**src/rtl/fcs_pkg.sv**
```systemverilog
// fcs_pkg: shared state type and frame-size constants for the FCS frame serializer.
package fcs_pkg;
  typedef enum logic [1:0] {IDLE, LOAD, SHIFT, WAIT_FCS} state_t;
  localparam int MIN_FRAME_BYTES = 8;
  localparam int MAX_FRAME_BYTES = 127;
  localparam int BYTES_W = 7;
  localparam int SIZE_W = 10;
endpackage

```
**src/rtl/fcs_byte_shifter.sv**
```systemverilog
// fcs_byte_shifter: MSB-first byte shifter with a one-byte prefetch register and bypass reload.
module fcs_byte_shifter #(
  parameter int DATA_WIDTH = 8
) (
  input  logic                  clk,
  input  logic                  rst,
  input  logic                  load_i,
  input  logic                  shift_i,
  input  logic                  in_fire_i,
  input  logic [DATA_WIDTH-1:0] data_i,
  output logic                  bit_out,
  output logic                  need_byte,
  output logic                  hold_empty
);
  localparam int CW = $clog2(DATA_WIDTH);
  logic [DATA_WIDTH-1:0] sh_q, sh_d, hold_q, hold_d;
  logic [CW-1:0] cnt_q, cnt_d;
  logic full_q, full_d;
  assign bit_out = sh_q[DATA_WIDTH-1];
  assign need_byte = shift_i && cnt_q == '0;
  assign hold_empty = !full_q;
  always_comb begin
    sh_d = sh_q;
    cnt_d = cnt_q;
    hold_d = hold_q;
    full_d = full_q;
    if (load_i) begin
      sh_d = data_i;
      cnt_d = CW'(DATA_WIDTH - 1);
      full_d = 1'b0;
    end else if (need_byte) begin
      // with neither hold nor bypass available the frame ends here, so the loaded value is don't-care
      sh_d = full_q ? hold_q : data_i;
      cnt_d = CW'(DATA_WIDTH - 1);
      full_d = 1'b0;
    end else if (shift_i) begin
      sh_d = sh_q << 1;
      cnt_d = cnt_q - 1'b1;
      hold_d = in_fire_i ? data_i : hold_q;
      full_d = full_q || in_fire_i;
    end
  end
  always_ff @(posedge clk) begin
    if (rst) begin
      sh_q <= '0;
      cnt_q <= '0;
      hold_q <= '0;
      full_q <= 1'b0;
    end else begin
      sh_q <= sh_d;
      cnt_q <= cnt_d;
      hold_q <= hold_d;
      full_q <= full_d;
    end
  end
endmodule

```
**src/rtl/fcs_frame_serializer.sv**
```systemverilog
// fcs_frame_serializer: byte-to-serial frame feeder for the FCS stage.
// Define FCS_SER_SIZE_CHECK_EN to reject frames shorter than Min_IN_WIDTH with a Size_Err pulse.
module fcs_frame_serializer
  import fcs_pkg::*;
#(
  parameter int DATA_WIDTH   = 8,
  parameter int Max_IN_WIDTH = 1024,
  parameter int Min_IN_WIDTH = 64
) (
  input  logic                                      CLK,
  input  logic                                      RST,
  input  logic                                      Frame_Start,
  input  logic [$clog2(Max_IN_WIDTH/DATA_WIDTH)-1:0] Frame_Bytes,
  input  logic [DATA_WIDTH-1:0]                     In_Data,
  input  logic                                      In_Valid,
  output logic                                      In_Ready,
  input  logic                                      FCS_Done,
  output logic                                      Valid_Data,
  output logic [$clog2(Max_IN_WIDTH)-1:0]           Data_Size,
  output logic                                      Input_Data,
  output logic                                      Ser_Busy,
  output logic                                      Underrun_Err,
  output logic                                      Size_Err
);
  localparam int BW = $clog2(Max_IN_WIDTH / DATA_WIDTH);
  localparam int SW = $clog2(Max_IN_WIDTH);
  state_t state_q, state_d;
  logic [BW-1:0] rem_q, rem_d;
  logic [SW-1:0] size_q, size_d;
  logic valid_q, done_q, fire, more, last, size_bad, bit_out, need, hold_empty;
`ifdef FCS_SER_SIZE_CHECK_EN
  assign size_bad = Frame_Bytes < BW'(Min_IN_WIDTH / DATA_WIDTH);
`else
  assign size_bad = 1'b0;
`endif
  // rem_q counts bytes still to accept; a latched 0 wraps to a full 2**BW-byte frame
  assign more = rem_q != '0;
  assign In_Ready = state_q == LOAD || (state_q == SHIFT && hold_empty && more);
  assign fire = In_Valid && In_Ready;
  assign Underrun_Err = need && hold_empty && more && !In_Valid;
  assign last = need && hold_empty && !more;
  assign Size_Err = state_q == IDLE && Frame_Start && size_bad;
  assign Ser_Busy = state_q != IDLE;
  assign Input_Data = state_q == SHIFT && bit_out && !Underrun_Err;
  assign Valid_Data = valid_q;
  assign Data_Size = size_q;
  fcs_byte_shifter #(.DATA_WIDTH(DATA_WIDTH)) u_shifter (
    .clk       (CLK),
    .rst       (RST),
    .load_i    (state_q == LOAD && In_Valid),
    .shift_i   (state_q == SHIFT),
    .in_fire_i (fire),
    .data_i    (In_Data),
    .bit_out   (bit_out),
    .need_byte (need),
    .hold_empty(hold_empty)
  );
  always_comb begin
    state_d = state_q;
    rem_d = fire ? rem_q - 1'b1 : rem_q;
    size_d = size_q;
    case (state_q)
      IDLE: if (Frame_Start && !size_bad) begin
        state_d = LOAD;
        rem_d = Frame_Bytes;
        size_d = SW'(Frame_Bytes) * SW'(DATA_WIDTH);
      end
      LOAD: state_d = In_Valid ? SHIFT : LOAD;
      SHIFT: state_d = Underrun_Err ? IDLE : last ? WAIT_FCS : SHIFT;
      WAIT_FCS: state_d = (FCS_Done || done_q) ? IDLE : WAIT_FCS;
      default: state_d = IDLE;
    endcase
  end
  always_ff @(posedge CLK) begin
    if (RST) begin
      state_q <= IDLE;
      rem_q <= '0;
      size_q <= '0;
      valid_q <= 1'b0;
      done_q <= 1'b0;
    end else begin
      state_q <= state_d;
      rem_q <= rem_d;
      size_q <= size_d;
      valid_q <= state_q == LOAD && In_Valid;
      done_q <= FCS_Done;
    end
  end
endmodule

```
**config.mk**
```make
export PLATFORM = sky130hd
export DESIGN_NAME = fcs_frame_serializer
export DESIGN_NICKNAME = d
export VERILOG_FILES = /design/src/rtl/fcs_pkg.sv /design/src/rtl/fcs_byte_shifter.sv /design/src/rtl/fcs_frame_serializer.sv
export SDC_FILE = /design/constraint.sdc
export NUM_CORES = 1
export LEC_CHECK = 0
export ABC_CLOCK_PERIOD_IN_PS = 5200
export CORE_UTILIZATION = 53
export DETAILED_ROUTE_END_ITERATION = 16
export MAX_ROUTING_LAYER = met4
export PLACE_DENSITY_LB_ADDON = 0.15
export SYNTH_ARGS = -nofsm -noshare
export SYNTH_HDL_FRONTEND = slang
export SYNTH_SLANG_ARGS = --single-unit
```
**constraint.sdc**
```tcl
create_clock -name CLK -period 5.2 [get_ports CLK]
set_clock_uncertainty 0.15 [all_clocks]
set_input_delay 0.78 -clock CLK [delete_from_list [all_inputs] [get_ports CLK]]
set_output_delay 0.78 -clock CLK [all_outputs]
set_load 0.02 [all_outputs]
```
==> metrics.md <==
| Metric | Value |
|---|---|
| TNS Setup | 0 ps |
| Resized Gates After CTS | 0 |
| Detailed placement HPWL | ~2.8 mm |
| Synth Register Bits | 38 |
| Synth Area in Simple Gates | 0.228 |
| Max Clk Rate | 0.288 GHz |
| DIE WIDTH | between 60 and 70 um |
| Clock sinks | 38 |
| Drt first pass iters | 4 |
| Non-Filler Instances | about 280 |
| Status | completed |
| Design Power | between 600 and 700 uW |
| Netlist cell types | 45 |
| Final setup violating endpoints | 0 |
| Antenna diode instance count | 0 |
| Die height | between 60 and 70 um |
| H-tree depth | 2 |
| Wire length per cell | 13.9 um |
| Max Root-Sink Buffers | 2 |
| Core area | 3130 um^2 |
| Share of cells above drive strength 1 | 0.0667 |
| Layout Nets | approximately 270 |
| Final GP Congestion | 0.869 |
| Die area | 3630 um^2 |
| Crit path kind | in2out |
| Compound-cell area share of the yosys netlist | 0.179 |
| PwrDens | approximately 290 nW/um^2 |
| Fillers | ~280 |
| Post-synth EDFFs | 0 |
| Synth Area in Adders | 0.0279 |
| Synthesized area | 1800 um^2 |
| Hold_buf cts | 0 |
| Worst skew pair latency | around 340 ps |
| Syn Inst Count | roughly 210 |
| Relative slew slack | 0.221 |
| Final hold viol count | 0 |
| WL final | about 3.9 mm |
| GRT Total Usage | 0.254 |
| Drt drc | 0 |
| Critical Path End Type | primary output |
| Hold WS | 315 ps |
| Ys Warns | 0 |
| Cells after DPL | between 200 and 300 |
| Largest net degree at the start of global routing | 34 |
| CTS root buffer | clkbuf_4 |
| Max-cap violation count | 0 |
| Std cell rows | 20 |
| Main combinational cell family by area after synthesis | simple AND/OR/NAND/NOR gates |
| First-pass GRT wire length | 6.62 mm |
| Fin crit share | 0.668 |
| CTS tree | yes |
| VDD IR max | approximately 0.18 mV |
| Min Tclk post-route | 3470 ps |
| Critical-path maximum fanout | 8 |
| Area Growth Syn to Fin | 19.9% |
| CTS Buf Count | 5 |
| Post-CTS Setup Bufs | 0 |
| GRT overflow | 0 |
| 1st-iter DRT viols | 130 |
| Initial Util | 0.574 |
| Worst slew pin tran | approximately 1200 ps |
| Worst-path clk slew | roughly 100 ps |
| HP Class | reg2reg |
| Synth Area per Inst | between 8 and 9 um^2 |
| WP data arrival | 2540 ps |
| Vias/cell | 5.52 |
| Critical path startpoint category | primary input |
| Critical Path RT | about 4300 ps |
| LEAKAGE | about 0.77 nW |
| Post-synthesis mux area share | 0.0508 |
| Top Ports | 36 |
| Via Count | between 1500 and 2000 |
| Post-Synth XOR/XNOR Area | 0.0292 |
| FFs w/ async S/R, synth | 0 |
| Slew Viols, Final | 0 |
| Post-synthesis sequential area ratio | 0.423 |
| Initial antenna violation count | 0 |
| Number of routed nets with antenna violations | 0 |
| Synth Flop Type | dfxtp_1 |
| RSZ-0062 raised after global routing | no |
| Input/output buffers | 31 |
| Vias in the first global route | around 1500 |
==> per-stage QoR <==
stage | worst slack, ps | instance area (um^2) | utilization
after CTS | 1740 | 2150 | 0.689
after floorplan | 2630 | 1810 | -
after global placement | 1860 | 2100 | 0.672
after global routing | 1610 | 2150 | 0.689
final | 1730 | 2150 | 0.689
after detailed placement | 1750 | 2100 | 0.672
==> worst max-delay path, stage by stage <==
cell and delay [ps]:
clkdlybuf4s50_1 560, o41ai_1 580, nor2_1 80, clkdlybuf4s50_1 550
==> logic make-up after synthesis <==
kind of cell / after synthesis
XOR/XNOR: 6
adder cells (fa/ha/maj): 4
AO/OA/AOI/OAI: 45
flip-flops: 38
multiplexers: 9
buffers and inverters: 22
other: 1
AND/OR/NAND/NOR: 88
==> cells in the mapped netlist, types with 2 or more instances <==
master	number	area (um^2)
dfxtp_1	38	761
buf_4	4	30.0
xnor2_1	5	43.8
o21ai_0	10	50.1
mux2i_1	8	80.1
nand2b_1	3	18.8
o221ai_1	7	61.3
nor2b_1	2	12.5
a211oi_1	5	37.5
nor3_1	4	20.0
ha_1	4	50.1
inv_1	8	30.0
nand2_1	29	109
a21oi_1	13	65.1
clkbuf_1	6	22.5
nand3b_1	2	15.0
nor2_1	37	139
==> power by group <==
group	internal [mW]	total, mW	switching, mW	leakage [nW]
combinational	0.0622	0.140	0.0780	0.432
sequential	0.310	0.327	0.0167	0.310
clock	0.0609	0.150	0.0887	0.0302
total	0.433	0.617	0.183	0.773
==> area by class of cell <==
class | instances | area [um^2] | share of cell area
clock buffers | 6 | 51.3 | 0.0238
repair buffers | 32 | 318 | 0.148
flip-flops and latches | 38 | 761 | 0.353
well taps | 44 | 55.1 | 0.0256
multi-input cells | 156 | 940 | 0.436
inverters | 8 | 30.0 | 0.0139
==> sequential cells by signal, indices dropped and copies added, names as in the netlist <==
name	count
u_shifter.cnt_q	3
u_shifter.full_q	1
state_q	2
Valid_Data	1
Data_Size	7
u_shifter.sh_q	8
rem_q	7
done_q	1
u_shifter.hold_q	8
==> cells in the final DEF (no fill, tap or decap), types with 2 or more instances in the layout <==
cell type	synthesis	layout
a211oi_1	5	5
nand2_1	29	29
ha_1	4	4
dfxtp_1	38	38
o21ai_0	10	10
nor3_1	4	4
clkbuf_4	0	5
inv_1	8	8
o221ai_1	7	7
mux2i_1	8	8
nor2_1	37	37
nor2b_1	2	2
conb_1	1	4
nand3b_1	2	2
nand2b_1	3	3
clkdlybuf4s50_1	0	31
xnor2_1	5	5
a21oi_1	13	13
==> final timing paths <==
| path | end | start | slack, ps | depth (start not counted) |
|---|---|---|---|---|
| worst min register to register | Data_Size[9] | Data_Size[9] | 320 | 2 |
| worst max-delay path | Input_Data | In_Valid | 1730 | 4 |
| worst max register to register | u_shifter.hold_q[4] | rem_q[0] | 2730 | 7 |
| worst min-delay path | Data_Size[9] | Data_Size[9] | 320 | 2 |
==> routing by layer <==
layer / share of wire / GRT usage / up-vias
li1: - / - / 779
met1: 0.46 / 0.319 / 738
met2: 0.47 / 0.381 / 45
met3: 0.056 / 0.0758 / 5
met4: 0.012 / 0.0930 / 0
met5: 0 / - / -
(Power assumes the default switching activity.)
==> variant (same settings) <==
The 4 states of `state_t` get a Gray code encoding in 2 bits.
--- a/src/rtl/fcs_pkg.sv
+++ b/src/rtl/fcs_pkg.sv
@@ -1,6 +1,6 @@
 // fcs_pkg: shared state type and frame-size constants for the FCS frame serializer.
 package fcs_pkg;
-  typedef enum logic [1:0] {IDLE, LOAD, SHIFT, WAIT_FCS} state_t;
+  typedef enum logic [1:0] {IDLE = 2'b00, LOAD = 2'b01, SHIFT = 2'b11, WAIT_FCS = 2'b10} state_t;
   localparam int MIN_FRAME_BYTES = 8;
   localparam int MAX_FRAME_BYTES = 127;
   localparam int BYTES_W = 7;
Function: no difference found for any inputs over 10 cycles, from zero or initial values and one cycle with RST high; not proved beyond that.
==> variant against the original RTL <==
- synthesized area is 3.3% higher
- total power is 2.5% lower
- fmax is 2.1% lower
- critical path type unchanged
- setup slack worse by 0.074 ns
- critical endpoint unchanged
- worst hold slack worse by 0.0042 ns
- final area is 2.2% higher
- wire length is 0.13% lower
- final cell count is 4.2% higher
- sequential cell count stayed put
- global-route usage is 2.1 points lower
- count of clock-buffer cells in the layout is 1 lower
- critical path depth is 1 higher
==> variant: results (changes against the original RTL) <==
- Sequential share of the synthesized area: 0.410 (-0.0134)
- Worst slack after detailed placement: 1.66 ns (-0.0842 ns)
- Top cells by area, synth: dfxtp_1, a21oi_1, nand2_1
- Peak supply drop: 0.149 mV (-17%)
- Layout cell share with drive strength beyond 1: 0.0720 (+0.00533)
- Pin count of the biggest net entering global routing: 22 (-35%)
- Fraction of power consumed by sequential logic: 0.540 (+0.010)
- Hpwl dp: 2740 um (-3.3%)
- CP arrival: 2.62 ns (+0.08 ns)
- Global-route total usage across every layer: 0.233 (-0.0207)
- Vias in the first global route: 1,379 (-7.6%)
- Final design utilization: 0.660 (-0.0289)
- Cell total after placement: 289 (+4.0%)
- Adder-cell area share of the yosys netlist: 0.0270 (-0.000883)
- CTS buffer count: 5 (unchanged)
- Power drawn by the clock network: 0.000146 W (-3%)
- Switching Fraction: 0.311 (+0.0133)
- Wire length of the first global-routing pass: 6160 um (-7.0%)
- Most frequent cells after synthesis: dfxtp_1, nand2_1, nor2_1
- Power density normalized to cell area: 273 nW/um^2 (-4.6%)
- Cell depth of the worst flop-to-flop path: 4 (-3)
- Transition time at the pin with the least slew margin: 0.981 ns (-0.184 ns)
- DRC violation total after the first TritonRoute iteration: 103 (-21%)
- CP max stage cell: clkdlybuf4s50_1
- Parity-gate share of the synthesized area counting xor and xnor cells: 0.0142 (-0.0151)
- Register-to-register setup slack: 3.01 ns (+0.28 ns)
- Terminus of the critical flop-to-flop path: u_shifter.hold_q[7]
- Asr flop ratio synth: 0 (unchanged)
- Filler Cell Count: 315 (+11%)
- Final worst path period need: 3.55 ns (+0.0742 ns)
- Final weighted congestion of routability-driven global placement: 0.797 (-8.3%)
- R2R Path Start: state_q[1]
- Cell leakage power: 0.752 nW (-2.7%)
- Share of the synthesized area in compound gates (AO/OA/AOI/OAI): 0.256 (+0.0773)
- Multiplexer area fraction after synthesis: 0.00607 (-0.0448)
- Post-Route Hold Slack: 0.311 ns (-0.00416 ns)
- Result of the run: completed
- Nets: 274 (+3.4%)
- Routed vias/inst: 5.58 (+1.2%)
- DRT Wirelength: 3930 um (-0.13%)
- Min-Delay Startpoint: Data_Size[5]
- Critical path's largest stage delay: 0.56 ns (-0.02 ns)
- Standard cell area after detailed placement: 2150 um^2 (+2.4%)
## variant: changes by cell type in the layout (fill, tap and decap cells not counted), moves of 3 or more
cell / change
a211oi_1: -3
a21oi_1: +8
a311oi_1: +3
inv_1: -3
mux2i_1: -8
nand3_1: +8
nor2_1: -15
nor3_1: -3
o21ai_0: +10
or3_1: +3
xnor2_1: -4
## variant: critical path: cells and delay by family
kind | cells | cell delay (ns)
compound gates | 1 | 0.21
simple gates | 2 | 0.53
buf+inv | 2 | 1.10
## variant: per-layer routing
layer	wire (um)	part of all wire	vias up	global-route usage
met1	1830	0.47	766	0.272
li1	-	-	845	-
met3	176	0.045	5	0.0735
met5	0	0	-	-
met2	1880	0.48	36	0.393
met4	36	0.0092	0	0.0487
## variant: final cells by class
| class | count | share of cell area |
|---|---|---|
| clock buffer | 5 | 0.0170 |
| clock inverter | 2 | 0.00455 |
| tap | 46 | 0.0261 |
| multi-input combinational | 168 | 0.454 |
| sequential | 38 | 0.345 |
| timing repair buffer | 32 | 0.144 |
| inverter | 5 | 0.00852 |
